[config.mk]
export PLATFORM = sky130hd
export DESIGN_NAME = decode_issue_ctrl
export DESIGN_NICKNAME = d
export VERILOG_FILES = /design/src/rtl/decode_issue_ctrl_pkg.sv /design/src/rtl/decode_issue_ctrl_maindec_ri.sv /design/src/rtl/decode_issue_ctrl.sv
export SDC_FILE = /design/constraint.sdc
export NUM_CORES = 1
export LEC_CHECK = 0
export CAP_MARGIN = 40
export CORE_MARGIN = 10
export CORE_UTILIZATION = 46
export CTS_CLUSTER_DIAMETER = 30
export DETAILED_ROUTE_END_ITERATION = 12
export GPL_ROUTABILITY_DRIVEN = 0
export PLACE_DENSITY = 0.82
export SLEW_MARGIN = 20
export SYNTH_ARGS = -nofsm -noshare
export SYNTH_HDL_FRONTEND = slang
export SYNTH_HIERARCHICAL = 1
export SYNTH_SLANG_ARGS = --single-unit
[constraint.sdc]
create_clock -name clk -period 2.38 [get_ports clk]
set_input_delay 0.476 -clock clk [delete_from_list [all_inputs] [get_ports clk]]
set_output_delay 0.476 -clock clk [all_outputs]
set_load 0.03 [all_outputs]
[src/rtl/decode_issue_ctrl_pkg.sv]
// Shared MIPS decode constants (opcodes, functs, REGIMM rt codes, memory widths)
// and the ID/EX control-bundle layout used by the decoder and the issue stage.
package decode_issue_ctrl_pkg;

   localparam logic [5:0] OP_RTYPE  = 6'h00;
   localparam logic [5:0] OP_REGIMM = 6'h01;
   localparam logic [5:0] OP_J      = 6'h02;
   localparam logic [5:0] OP_JAL    = 6'h03;
   localparam logic [5:0] OP_BEQ    = 6'h04;
   localparam logic [5:0] OP_BNE    = 6'h05;
   localparam logic [5:0] OP_BLEZ   = 6'h06;
   localparam logic [5:0] OP_BGTZ   = 6'h07;
   localparam logic [5:0] OP_ADDI   = 6'h08;
   localparam logic [5:0] OP_ADDIU  = 6'h09;
   localparam logic [5:0] OP_SLTI   = 6'h0A;
   localparam logic [5:0] OP_SLTIU  = 6'h0B;
   localparam logic [5:0] OP_ANDI   = 6'h0C;
   localparam logic [5:0] OP_ORI    = 6'h0D;
   localparam logic [5:0] OP_XORI   = 6'h0E;
   localparam logic [5:0] OP_LUI    = 6'h0F;
   localparam logic [5:0] OP_LB     = 6'h20;
   localparam logic [5:0] OP_LH     = 6'h21;
   localparam logic [5:0] OP_LW     = 6'h23;
   localparam logic [5:0] OP_LBU    = 6'h24;
   localparam logic [5:0] OP_LHU    = 6'h25;
   localparam logic [5:0] OP_SB     = 6'h28;
   localparam logic [5:0] OP_SH     = 6'h29;
   localparam logic [5:0] OP_SW     = 6'h2B;

   localparam logic [5:0] F_SLL   = 6'h00;
   localparam logic [5:0] F_SRL   = 6'h02;
   localparam logic [5:0] F_SRA   = 6'h03;
   localparam logic [5:0] F_SLLV  = 6'h04;
   localparam logic [5:0] F_SRLV  = 6'h06;
   localparam logic [5:0] F_SRAV  = 6'h07;
   localparam logic [5:0] F_JR    = 6'h08;
   localparam logic [5:0] F_JALR  = 6'h09;
   localparam logic [5:0] F_MFHI  = 6'h10;
   localparam logic [5:0] F_MTHI  = 6'h11;
   localparam logic [5:0] F_MFLO  = 6'h12;
   localparam logic [5:0] F_MTLO  = 6'h13;
   localparam logic [5:0] F_MULT  = 6'h18;
   localparam logic [5:0] F_MULTU = 6'h19;
   localparam logic [5:0] F_DIV   = 6'h1A;
   localparam logic [5:0] F_DIVU  = 6'h1B;
   localparam logic [5:0] F_ADD   = 6'h20;
   localparam logic [5:0] F_ADDU  = 6'h21;
   localparam logic [5:0] F_SUB   = 6'h22;
   localparam logic [5:0] F_SUBU  = 6'h23;
   localparam logic [5:0] F_AND   = 6'h24;
   localparam logic [5:0] F_OR    = 6'h25;
   localparam logic [5:0] F_XOR   = 6'h26;
   localparam logic [5:0] F_NOR   = 6'h27;
   localparam logic [5:0] F_SLT   = 6'h2A;
   localparam logic [5:0] F_SLTU  = 6'h2B;

   localparam logic [4:0] RT_BLTZ   = 5'h00;
   localparam logic [4:0] RT_BGEZ   = 5'h01;
   localparam logic [4:0] RT_BLTZAL = 5'h10;
   localparam logic [4:0] RT_BGEZAL = 5'h11;

   localparam logic [1:0] MEM_WORD     = 2'b00;
   localparam logic [1:0] MEM_HALFWORD = 2'b01;
   localparam logic [1:0] MEM_BYTE     = 2'b10;

   localparam int CTRL_W = 14;

   typedef struct packed {
      logic       memtoreg;
      logic       memwrite;
      logic       branch;
      logic       alusrc;
      logic       regdst;
      logic       regwrite;
      logic       jump;
      logic       regjump;
      logic       link;
      logic       hilowrite;
      logic       memsignext;
      logic [1:0] membyte;
      logic       ri;
   } ctrl_t;

   function automatic logic is_mul(input logic [5:0] op, input logic [5:0] funct);
      return (op == OP_RTYPE) && ((funct == F_MULT) || (funct == F_MULTU));
   endfunction

   function automatic logic is_div(input logic [5:0] op, input logic [5:0] funct);
      return (op == OP_RTYPE) && ((funct == F_DIV) || (funct == F_DIVU));
   endfunction

   function automatic logic is_hilo_dep(input logic [5:0] op, input logic [5:0] funct);
      return (op == OP_RTYPE) &&
             ((funct == F_MFHI) || (funct == F_MFLO) || (funct == F_MTHI) ||
              (funct == F_MTLO) || is_mul(op, funct) || is_div(op, funct));
   endfunction

endpackage

[src/rtl/decode_issue_ctrl_maindec_ri.sv]
// Combinational MIPS main decoder producing the control bundle, plus
// reserved-instruction detection that suppresses all architectural writes.
module maindec_ri
   import decode_issue_ctrl_pkg::*;
#(
   parameter bit RI_EN = 1'b1
) (
   input  logic [5:0]        op,
   input  logic [4:0]        rt,
   input  logic [5:0]        funct,
   output logic [CTRL_W-1:0] ctrl
);

   ctrl_t c;
   logic  ri;

   always_comb begin
      c            = '0;
      c.memsignext = 1'b1;
      c.membyte    = MEM_WORD;
      ri           = 1'b0;
      case (op)
         OP_RTYPE: begin
            c.regdst   = 1'b1;
            c.regwrite = 1'b1;
            case (funct)
               F_JR: begin
                  c.regwrite = 1'b0;
                  c.regjump  = 1'b1;
               end
               F_JALR: begin
                  c.regjump = 1'b1;
                  c.link    = 1'b1;
               end
               F_MTHI, F_MTLO, F_MULT, F_MULTU, F_DIV, F_DIVU: begin
                  c.regwrite  = 1'b0;
                  c.hilowrite = 1'b1;
               end
               F_SLL, F_SRL, F_SRA, F_SLLV, F_SRLV, F_SRAV, F_MFHI, F_MFLO,
               F_ADD, F_ADDU, F_SUB, F_SUBU, F_AND, F_OR, F_XOR, F_NOR,
               F_SLT, F_SLTU: begin
               end
               default: ri = 1'b1;
            endcase
         end
         OP_REGIMM: begin
            c.branch = 1'b1;
            case (rt)
               RT_BLTZ, RT_BGEZ: begin
               end
               RT_BLTZAL, RT_BGEZAL: begin
                  c.link     = 1'b1;
                  c.regwrite = 1'b1;
               end
               default: ri = 1'b1;
            endcase
         end
         OP_J:   c.jump = 1'b1;
         OP_JAL: begin
            c.jump     = 1'b1;
            c.link     = 1'b1;
            c.regwrite = 1'b1;
         end
         OP_BEQ, OP_BNE, OP_BLEZ, OP_BGTZ: c.branch = 1'b1;
         OP_ADDI, OP_ADDIU, OP_SLTI, OP_SLTIU, OP_ANDI, OP_ORI, OP_XORI, OP_LUI: begin
            c.alusrc   = 1'b1;
            c.regwrite = 1'b1;
         end
         OP_LB, OP_LH, OP_LW, OP_LBU, OP_LHU: begin
            c.memtoreg = 1'b1;
            c.alusrc   = 1'b1;
            c.regwrite = 1'b1;
            if (op == OP_LB || op == OP_LBU) c.membyte = MEM_BYTE;
            if (op == OP_LH || op == OP_LHU) c.membyte = MEM_HALFWORD;
            if (op == OP_LBU || op == OP_LHU) c.memsignext = 1'b0;
         end
         OP_SB, OP_SH, OP_SW: begin
            c.memwrite = 1'b1;
            c.alusrc   = 1'b1;
            if (op == OP_SB) c.membyte = MEM_BYTE;
            if (op == OP_SH) c.membyte = MEM_HALFWORD;
         end
         default: ri = 1'b1;
      endcase
      // A reserved instruction must not change any architectural state.
      if (RI_EN && ri) begin
         c.regwrite  = 1'b0;
         c.memwrite  = 1'b0;
         c.hilowrite = 1'b0;
         c.branch    = 1'b0;
         c.jump      = 1'b0;
         c.ri        = 1'b1;
      end
   end

   assign ctrl = c;

endmodule

[src/rtl/decode_issue_ctrl.sv]
// ID/EX issue stage: decodes the ID instruction, holds the control bundle behind
// a valid/ready handshake with flush, and stalls HI/LO users while HI/LO is busy.
module decode_issue_ctrl
   import decode_issue_ctrl_pkg::*;
#(
   parameter int MUL_LATENCY = 2,
   parameter int DIV_LATENCY = 8,
   parameter bit RI_EN       = 1'b1
) (
   input  logic        clk,
   input  logic        rst,
   input  logic        id_valid,
   input  logic [31:0] id_instr,
   output logic        id_ready,
   input  logic        flush,
   input  logic        ex_ready,
   output logic        ex_valid,
   output logic [31:0] ex_instr,
   output logic        ex_memtoreg,
   output logic        ex_memwrite,
   output logic        ex_branch,
   output logic        ex_alusrc,
   output logic        ex_regdst,
   output logic        ex_regwrite,
   output logic        ex_jump,
   output logic        ex_regjump,
   output logic        ex_link,
   output logic        ex_hilowrite,
   output logic        ex_memsignext,
   output logic [1:0]  ex_membyte,
   output logic        ex_ri,
   output logic        hilo_busy
);

   localparam logic [5:0] MUL_LAT = 6'(MUL_LATENCY);
   localparam logic [5:0] DIV_LAT = 6'(DIV_LATENCY);

   logic [CTRL_W-1:0] dec_ctrl;
   ctrl_t             ex_ctrl;
   logic              space, accept, leave, hilo_dep;
   logic [5:0]        busy_cnt, busy_cnt_next;

   maindec_ri #(.RI_EN(RI_EN)) u_maindec (
      .op    (id_instr[31:26]),
      .rt    (id_instr[20:16]),
      .funct (id_instr[5:0]),
      .ctrl  (dec_ctrl)
   );

   // Handshake: a bundle moves ID->EX when id_valid && id_ready, and leaves EX
   // when ex_valid && ex_ready; flush kills the slot and blocks acceptance.
   assign hilo_dep = is_hilo_dep(id_instr[31:26], id_instr[5:0]);
   assign space    = !ex_valid || ex_ready;
   assign id_ready = space && !(hilo_dep && hilo_busy) && !flush;
   assign accept   = id_valid && id_ready;
   assign leave    = ex_valid && ex_ready && !flush;

   always_ff @(posedge clk or posedge rst) begin
      if (rst) begin
         ex_valid           <= 1'b0;
         ex_instr           <= '0;
         ex_ctrl            <= '0;
         ex_ctrl.memsignext <= 1'b1;
         ex_ctrl.membyte    <= MEM_WORD;
      end else if (flush) begin
         ex_valid <= 1'b0;
      end else if (accept) begin
         ex_valid <= 1'b1;
         ex_instr <= id_instr;
         ex_ctrl  <= ctrl_t'(dec_ctrl);
      end else if (ex_ready) begin
         ex_valid <= 1'b0;
      end
   end

   // The busy window starts when the multi-cycle op leaves EX, not while it waits.
   always_comb begin
      busy_cnt_next = busy_cnt;
      if (leave && is_mul(ex_instr[31:26], ex_instr[5:0]))
         busy_cnt_next = MUL_LAT;
      else if (leave && is_div(ex_instr[31:26], ex_instr[5:0]))
         busy_cnt_next = DIV_LAT;
      else if (busy_cnt != 6'd0)
         busy_cnt_next = busy_cnt - 6'd1;
   end

   always_ff @(posedge clk or posedge rst) begin
      if (rst) begin
         busy_cnt  <= '0;
         hilo_busy <= 1'b0;
      end else begin
         busy_cnt  <= busy_cnt_next;
         hilo_busy <= (busy_cnt_next != 6'd0);
      end
   end

   assign ex_memtoreg   = ex_ctrl.memtoreg;
   assign ex_memwrite   = ex_ctrl.memwrite;
   assign ex_branch     = ex_ctrl.branch;
   assign ex_alusrc     = ex_ctrl.alusrc;
   assign ex_regdst     = ex_ctrl.regdst;
   assign ex_regwrite   = ex_ctrl.regwrite;
   assign ex_jump       = ex_ctrl.jump;
   assign ex_regjump    = ex_ctrl.regjump;
   assign ex_link       = ex_ctrl.link;
   assign ex_hilowrite  = ex_ctrl.hilowrite;
   assign ex_memsignext = ex_ctrl.memsignext;
   assign ex_membyte    = ex_ctrl.membyte;
   assign ex_ri         = ex_ctrl.ri;

endmodule
==> results of run 1 <==
-- Yosys cell counts (all sizes together), types with 2 or more instances --
library cell	number	area [sq um]
nor3b	3	33.8
a22o	6	52.6
nor3	6	35.0
buf	6	57.6
nor4b	2	23.8
nor2	14	60.1
nand4b	2	17.5
inv	10	37.5
a21oi	13	65.1
a211o	2	17.5
nor4	4	55.1
o21ai	5	25.0
nand2b	3	18.8
nand2	10	47.6
ha	2	25.0
nor2b	2	20.0
mux2	42	473
or4	2	18.8
dfrtp	53	1330
-- cell type report --
class / instances / area, sq um
Tap cell: 72 / 90.1
Clock buffer: 5 / 68.8
Inverter: 10 / 37.5
Fill cell: 419 / 1720
Clock inverter: 3 / 26.3
Multi-Input combinational cell: 134 / 1160
Sequential cell: 54 / 1350
Timing Repair Buffer: 108 / 1060
-- layer usage --
| layer | GRT usage, % | wire [um] |
|---|---|---|
| met1 | 16.2 | 2550 |
| met2 | 25.6 | 3350 |
| met3 | 7.46 | 757 |
| met4 | 6.11 | 121 |
| met5 | 0 | 0 |
-- critical path, stage by stage --
cell and delay (ns):
clkdlybuf4s50_1 0.46, nor4_2 0.30, nand4b_1 0.17, nor3b_1 0.17
buf_2 0.17
-- repair_timing --
item                                    in CTS  in global routing
hold buffers                                 0                  0
gates resized for setup                      6                  3
buffers inserted                             1                  0
endpoints found under the setup margin       1                  1
pin swaps                                    1                  2
-- cells by family after synthesis --
group | after synthesis
adders and majority gates | 2
buffers and inverters | 17
muxes | 42
and+or+nand+nor | 55
DFF | 54
AOI/OAI and AO/OA | 33
xor gates and xnor gates | 2
-- power by group --
part | internal [mW] | switching (mW)
registers | 1.08 | 0.128
clock network | 0.217 | 0.321
logic | 0.502 | 0.569
-- final timing paths --
check                                  start       endpoint  slack (ns)  cells past startpoint
worst min-delay path            ex_instr[23]   ex_instr[23]        0.51                      1
worst max register to register   busy_cnt[0]    busy_cnt[5]        0.74                      3
worst min register to register  ex_instr[23]   ex_instr[23]        0.51                      1
worst max-delay path            id_instr[29]       id_ready        0.15                      5
min in group asynchronous                rst   ex_instr[13]        0.52                      3
max in group asynchronous                rst  ex_memsignext        1.57                      3
-- stage by stage --
stage	cells	utilization, %	worst slack (ns)	cell area, sq um
2_1_floorplan	205	-	0.411	2590
3_3_place_gp	377	66.8	-0.418	3680
3_5_place_dp	377	66.8	-0.415	3680
4_1_cts	386	68.9	0.00807	3790
5_1_grt	386	68.8	0.0500	3790
6_report	386	68.8	0.146	3790
==> metrics, run 1 <==
TritonCTS Sinks=54; Synth Cell Area=2590 sq um; total grt overflow=0; CTS root buffer=clkbuf_8; input/output buffers=85; DPL Wire Length=between 5000 and 6000 um; drt total wl=around 6800 um; WP data required=about 1.9 ns; Final nets=about 350; gr usage total=15.3%; Final setup viols=0; commonest non-fill, non-tap cell in the layout=clkdlybuf4s50_1; sequential share of the synthesized area=between 50% and 60%; CP Capture Type=output pin; layout cells sized above 1=just under 30%; setup TNS=0 ns; post-synth net total=between 200 and 250; max FFs per register=32; largest net degree at the start of global routing=55; Die ar.=9050 sq um; Worst EP arrival=between 1.5 and 2 ns; final hold violations=0; Post-Synth XOR/XNOR Area=less than 1%; Max-Cap Viols=0; Worst slew margin=approximately 76%; antenna violations before repair=0; DRC Markers=0; adder-cell share of the synthesized area=less than 1%; average wire per standard cell=approximately 18 um; Hold Worst Slack=slightly above 0.5 ns; vias in the first global route=between 2000 and 2500; VDD IR max=around 0.6 mV; mux cell area share after synthesis=18.2%; # rows=27; post-synthesis simple-gate area fraction=14.9%; Clock Latency Late Sink=about 0.32 ns; Min-Delay Path Class=register to register; clk_skew=roughly 0.014 ns; Final Max Slew Viols=0; total power draw=2.82 mW; status=completed; Synth Area in Compound Gates=around a tenth; Largest Register=ex_instr; starting density of the core=47.1%; yosys warns=6; IO Pins=86; Post-Syn Area per Cell=around 13 sq um; vias=about 2000; Die Wd=about 95 um; vias per cell=between 5 and 6; Period Utilization, post-route=a little over nine tenths; P_leak=around 1.6 nW; CP max FO=2; FFs w/ async S/R, synth=100%; CTS tree=built; n_diodes=0; Die Y=approximately 95 um; core area=approximately 5500 sq um; post-route ant nets=0; TritonRoute pass-1 iters=4; main combinational cell family by area after synthesis=multiplexers; Period minus WS final=2.23 ns; f_max=448 MHz; CTS buffer count=5; Clock Pin Slew Worst Setup and Hold Paths=~0.10 ns; Layout area overhead=46.0%; commonest non-fill, non-tap cells in the layout=clkdlybuf4s50_1, dfrtp_1, mux2_2; WS Path Type=primary input to output pin; H-tree levels=2; gate count after technology mapping=a little over 200; synthesized flop and latch total=54; Startpoint Class=primary input; Clock Path Buffers=2; Initial DRC Count=67; library cells used by synthesis=48; first-pass GRT wire length=about 11000 um; RSZ-0062 raised after global routing=false; Post-synth EDFFs=0; P per Cell Area=744 nW/um^2; Worst-Margin Slew=around 0.37 ns; top_reg_cell synth=dfrtp_1
(Power assumes the default switching activity.)
==> inputs of run 2 (changes only) <==
- clock period: 2.38 -> 2.3 ns (I/O delays scaled with it)
==> metrics, run 2 (synthesis results as in run 1) <==
TritonRoute pass-1 iters=4; setup TNS=0 ns; crit path capture=id_ready; DPL Wire Length=roughly 5200 um; critical-path cell list=clkdlybuf4s50_1, nor4b_2, nand4b_1, nor3b_1, buf_2; antenna violations before repair=0; crit path from=id_instr[30]; M1 GR Usage=around 17%; clk_skew=~0.012 ns; core area=between 5000 and 6000 sq um; Crit path depth=5; Final nets=about 350; input/output buffers=85; Die Y=95.1 um; VDD IR max=between 0.6 and 0.7 mV; DRC Markers=0; # rows=27; Final Util=around two thirds; average wire per standard cell=16.9 um; final hold violations=0; Period minus WS final=2.22 ns; H-tree levels=2; vias in the first global route=approximately 2100; worst reg2reg endpoint=busy_cnt[5]; vias per cell=approximately 5.2; Clock Path Buffers=2; Final setup viols=0; Startpoint Class=primary input; gr usage total=around 15%; post-route ant nets=0; Clock Latency Late Sink=slightly above 0.3 ns; met2 GRT Util=between 20 and 30%; max FFs per register=32; grt peak-use layer=met2; P per Cell Area=approximately 760 nW/um^2; layout cells sized above 1=approximately 30%; Reg2Reg Depth=3; commonest non-fill, non-tap cell in the layout=clkdlybuf4s50_1; RSZ-0062 raised after global routing=false; Clock Pin Slew Worst Setup and Hold Paths=0.09 ns; Die ar.=9050 sq um; status=completed; total grt overflow=0; Final Max Slew Viols=0; Hold Worst Slack=around 0.51 ns; CP Capture Type=output pin; CTS tree=built; worst reg-to-reg setup slack=0.67 ns; grt met3 use=around 6.7%; number of buffers and inverters on the critical path=2; first-pass GRT wire length=10900 um; commonest non-fill, non-tap cells in the layout=clkdlybuf4s50_1, dfrtp_1, mux2_2; WP data required=about 1.8 ns; P_leak=roughly 1.6 nW; Min-Delay Path Class=primary input to asynchronous set/reset pin; f_max=451 MHz; Worst slew margin=around 76%; CP peak stage delay=approximately 0.47 ns; Period Utilization, post-route=96.4%; CP max FO=2; drt total wl=approximately 6500 um; Worst EP arrival=between 1.5 and 2 ns; CTS root buffer=clkbuf_8; Initial DRC Count=82; reg2reg start=busy_cnt[0]; worst slack, placed=-0.501 ns; TritonCTS Sinks=54; n_diodes=0; Largest Register=ex_instr; WS Path Type=primary input to output pin; IO Pins=86; total power draw=about 2.9 mW; Worst-Margin Slew=around 0.36 ns; largest net degree at the start of global routing=55; Max-Cap Viols=0; Layout area overhead=45.7%; Crit path max-delay family=buffers and inverters; starting density of the core=47.1%; vias=between 2000 and 2500; Worst path slowest cell=clkdlybuf4s50_1; CTS buffer count=5; final worst slack=about 0.082 ns; Die Wd=between 90 and 100 um
[run 2: cell types whose count changed in the layout (fill, tap and decap cells not counted), sizes merged]
cell and delta:
buf +1, dlygate4sd2 +1, inv -1, dlymetal6s2s -1
[run 2: worst min path at each step]
stage	from	to	slack, ns
finish	rst	ex_valid	0.51
global route	ex_instr[12]	ex_instr[12]	0.52
CTS	ex_instr[23]	ex_instr[23]	0.51
detailed placement	ex_membyte[0]	ex_membyte[0]	0.49
global placement	ex_instr[23]	ex_instr[23]	0.49
floorplan	busy_cnt[5]	hilo_busy	0.49
[run 2: cell type report]
| type | instances | area (sq um) |
|---|---|---|
| clock buffers | 5 | 68.8 |
| clock inverters | 2 | 13.8 |
| fillers | 424 | 1730 |
| inverters | 10 | 37.5 |
| multi-input cells | 134 | 1160 |
| flip-flops and latches | 54 | 1350 |
| well taps | 72 | 90.1 |
| repair buffers | 109 | 1060 |
[run 2: power breakdown]
group / leakage [nW] / switching (mW) / total, mW / internal (mW)
clock network: 0.0444 / 0.295 / 0.506 / 0.211
registers: 0.660 / 0.135 / 1.26 / 1.12
logic: 0.926 / 0.588 / 1.11 / 0.519
total: 1.63 / 1.02 / 2.87 / 1.85
[run 2: layer usage]
| metal | share of wire [%] | vias up |
|---|---|---|
| li1 | - | 965 |
| met2 | 48 | 60 |
| met3 | 11 | 7 |
| met5 | 0 | - |
| met1 | 39 | 992 |
| met4 | 1.7 | 0 |
[run 2: metrics by stage]
step	instances	instance area, sq um
after floorplan	205	2590
after global placement	378	3680
after detailed placement	378	3680
after CTS	386	3780
after global routing	386	3780
final	386	3780
[run 2: worst register-to-register path, stage by stage, from the launching register on]
cell and delay, ns:
dfrtp_1 0.47, or4_4 0.57, or4_1 0.41, a21oi_1 0.12
[run 2: timing repair]
item / CTS / global route
buffers inserted: 1 / 0
endpoints found under the hold margin: 0 / 0
setup endpoints to repair: 1 / 0
gates resized for setup: 9 / 0
hold buffers: 0 / 0
==> inputs of run 3 (changes only) <==
- CORE_UTILIZATION: 46 -> 28
- PLACE_DENSITY: 0.82 -> 0.55
==> metrics, run 3 (synthesis results as in run 1) <==
sw frac=approximately 34%; DPL Wire Length=5410 um; Clock Pin Slew Worst Setup and Hold Paths=0.09 ns; NetSw=just over 1 mW; vias=between 2000 and 2500; DRC Markers=0; largest net degree at the start of global routing=33; grt met3 use=~5.7%; Final Util=between 40% and 50%; Worst EP arrival=around 1.8 ns; WP data required=1.84 ns; number of buffers and inverters on the critical path=2; WS Path Type=primary input to output pin; Min-Delay Path Class=primary input to asynchronous set/reset pin; CTS buffer count=5; Final setup viols=0; vias per cell=4.73; Hold Worst Slack=between 0.5 and 0.6 ns; Worst-Margin Slew=slightly above 0.5 ns; clock network fraction of total power=around a fifth; CTS root buffer=clkbuf_8; met2 GRT Util=between 10% and 20%; RSZ-0062 raised after global routing=false; Worst path slowest cell=clkdlybuf4s50_1; P_leak=1.69 nW; Worst slew margin=66.4%; Die Y=approximately 120 um; max FFs per register=32; Period Utilization, post-route=a little over nine tenths; gr usage total=~10%; critical-path cell list=clkdlybuf4s50_1, nor4b_2, nand4b_1, nor3b_2, buf_4; Final nets=around 360; Gate power share=37.1%; Startpoint Class=primary input; P per Cell Area=759 nW/um^2; Largest Register=ex_instr; f_max=450 MHz; total power draw=between 2 and 3 mW; VDD IR max=0.302 mV; grt peak-use layer=met2; CP max FO=2; core area=about 9000 sq um; setup TNS=0 ns; Clock Path Buffers=2; Clock Latency Late Sink=~0.30 ns; Die Wd=around 120 um; commonest non-fill, non-tap cells in the layout=clkdlybuf4s50_1, dfrtp_1, mux2_2; IO Pins=86; average wire per standard cell=about 16 um; H-tree levels=2; commonest non-fill, non-tap cell in the layout=clkdlybuf4s50_1; TritonRoute pass-1 iters=4; drt total wl=~7000 um; # rows=35; post-route ant nets=0; Flop pwr share=42.4%; layout cells sized above 1=a little under a third; internal cell power=1.94 mW; Final Max Slew Viols=0; CP peak stage delay=approximately 0.47 ns; Crit path max-delay family=simple AND/OR/NAND/NOR gates; antenna violations before repair=1; Initial DRC Count=94; Period minus WS final=approximately 2.2 ns; total grt overflow=0; vias in the first global route=about 2100; clk_skew=approximately 0.0082 ns; starting density of the core=around 28%; input/output buffers=85; Max-Cap Viols=0; CTS tree=built; first-pass GRT wire length=around 11000 um; status=completed; CP Capture Type=output pin; Layout area overhead=50.0%; TritonCTS Sinks=54; final hold violations=0; Die ar.=about 14000 sq um; M1 GR Usage=between 10% and 20%
==> run 3: cell count changes in the layout (fill, tap and decap cells not counted), sizes merged <==
cell           change
diode              +1
dlymetal6s2s       +4
inv                -1
clkinv             -1
clkdlybuf4s50      -4
buf                +2
clkbuf             +3
==> run 3: power groups by stage <==
stage | Sequential (mW) | Combinational, mW | Clock, mW
final | 1.25 | 1.10 | 0.606
after CTS | 1.25 | 1.11 | 0.646
after global routing | 1.27 | 1.19 | 0.683
after global placement | 1.26 | 1.10 | 0
after detailed placement | 1.27 | 1.11 | 0
after floorplan | 1.48 | 0.425 | 0
==> run 3: final timing paths <==
| check | from | end | slack, ns | cells after the start |
|---|---|---|---|---|
| min reg2reg | ex_instr[9] | ex_instr[9] | 0.51 | 1 |
| min in group clk | ex_instr[9] | ex_instr[9] | 0.51 | 1 |
| max | id_instr[30] | id_ready | 0.08 | 5 |
| max reg2reg | busy_cnt[0] | busy_cnt[5] | 0.66 | 3 |
| max in group asynchronous | rst | ex_ri | 1.24 | 3 |
| min | rst | ex_instr[21] | 0.50 | 2 |
==> run 3: routing by layer <==
| layer | share of wire (%) | vias up |
|---|---|---|
| met2 | 45 | 70 |
| met4 | 0.69 | 0 |
| li1 | - | 968 |
| met3 | 12 | 4 |
| met1 | 42 | 986 |
| met5 | 0 | - |
==> run 3: area by class of cell <==
| cell class | count | area (sq um) |
|---|---|---|
| inverter | 10 | 37.5 |
| antenna | 1 | 2.50 |
| timing repair buffer | 111 | 1090 |
| multi-input combinational | 134 | 1160 |
| clock buffer | 8 | 110 |
| sequential | 54 | 1350 |
| tap | 111 | 139 |
| fill | 886 | 5260 |
==> run 3: through the flow <==
stage	cells	setup slack, ns	instance area [sq um]
4_1_cts	428	0.00249	3870
3_3_place_gp	419	-0.124	3750
6_report	429	0.0754	3890
3_5_place_dp	419	-0.125	3750
5_1_grt	428	0.0216	3890
2_1_floorplan	205	0.363	2590
==> run 3: what timing repair did <==
action | 4_1_cts | 5_1_grt
buffers inserted | 1 | 0
endpoints found under the setup margin | 1 | 1
resized for setup | 2 | 6
pin swaps | 2 | 1
cloned | 0 | 0
hold buffers | 0 | 0
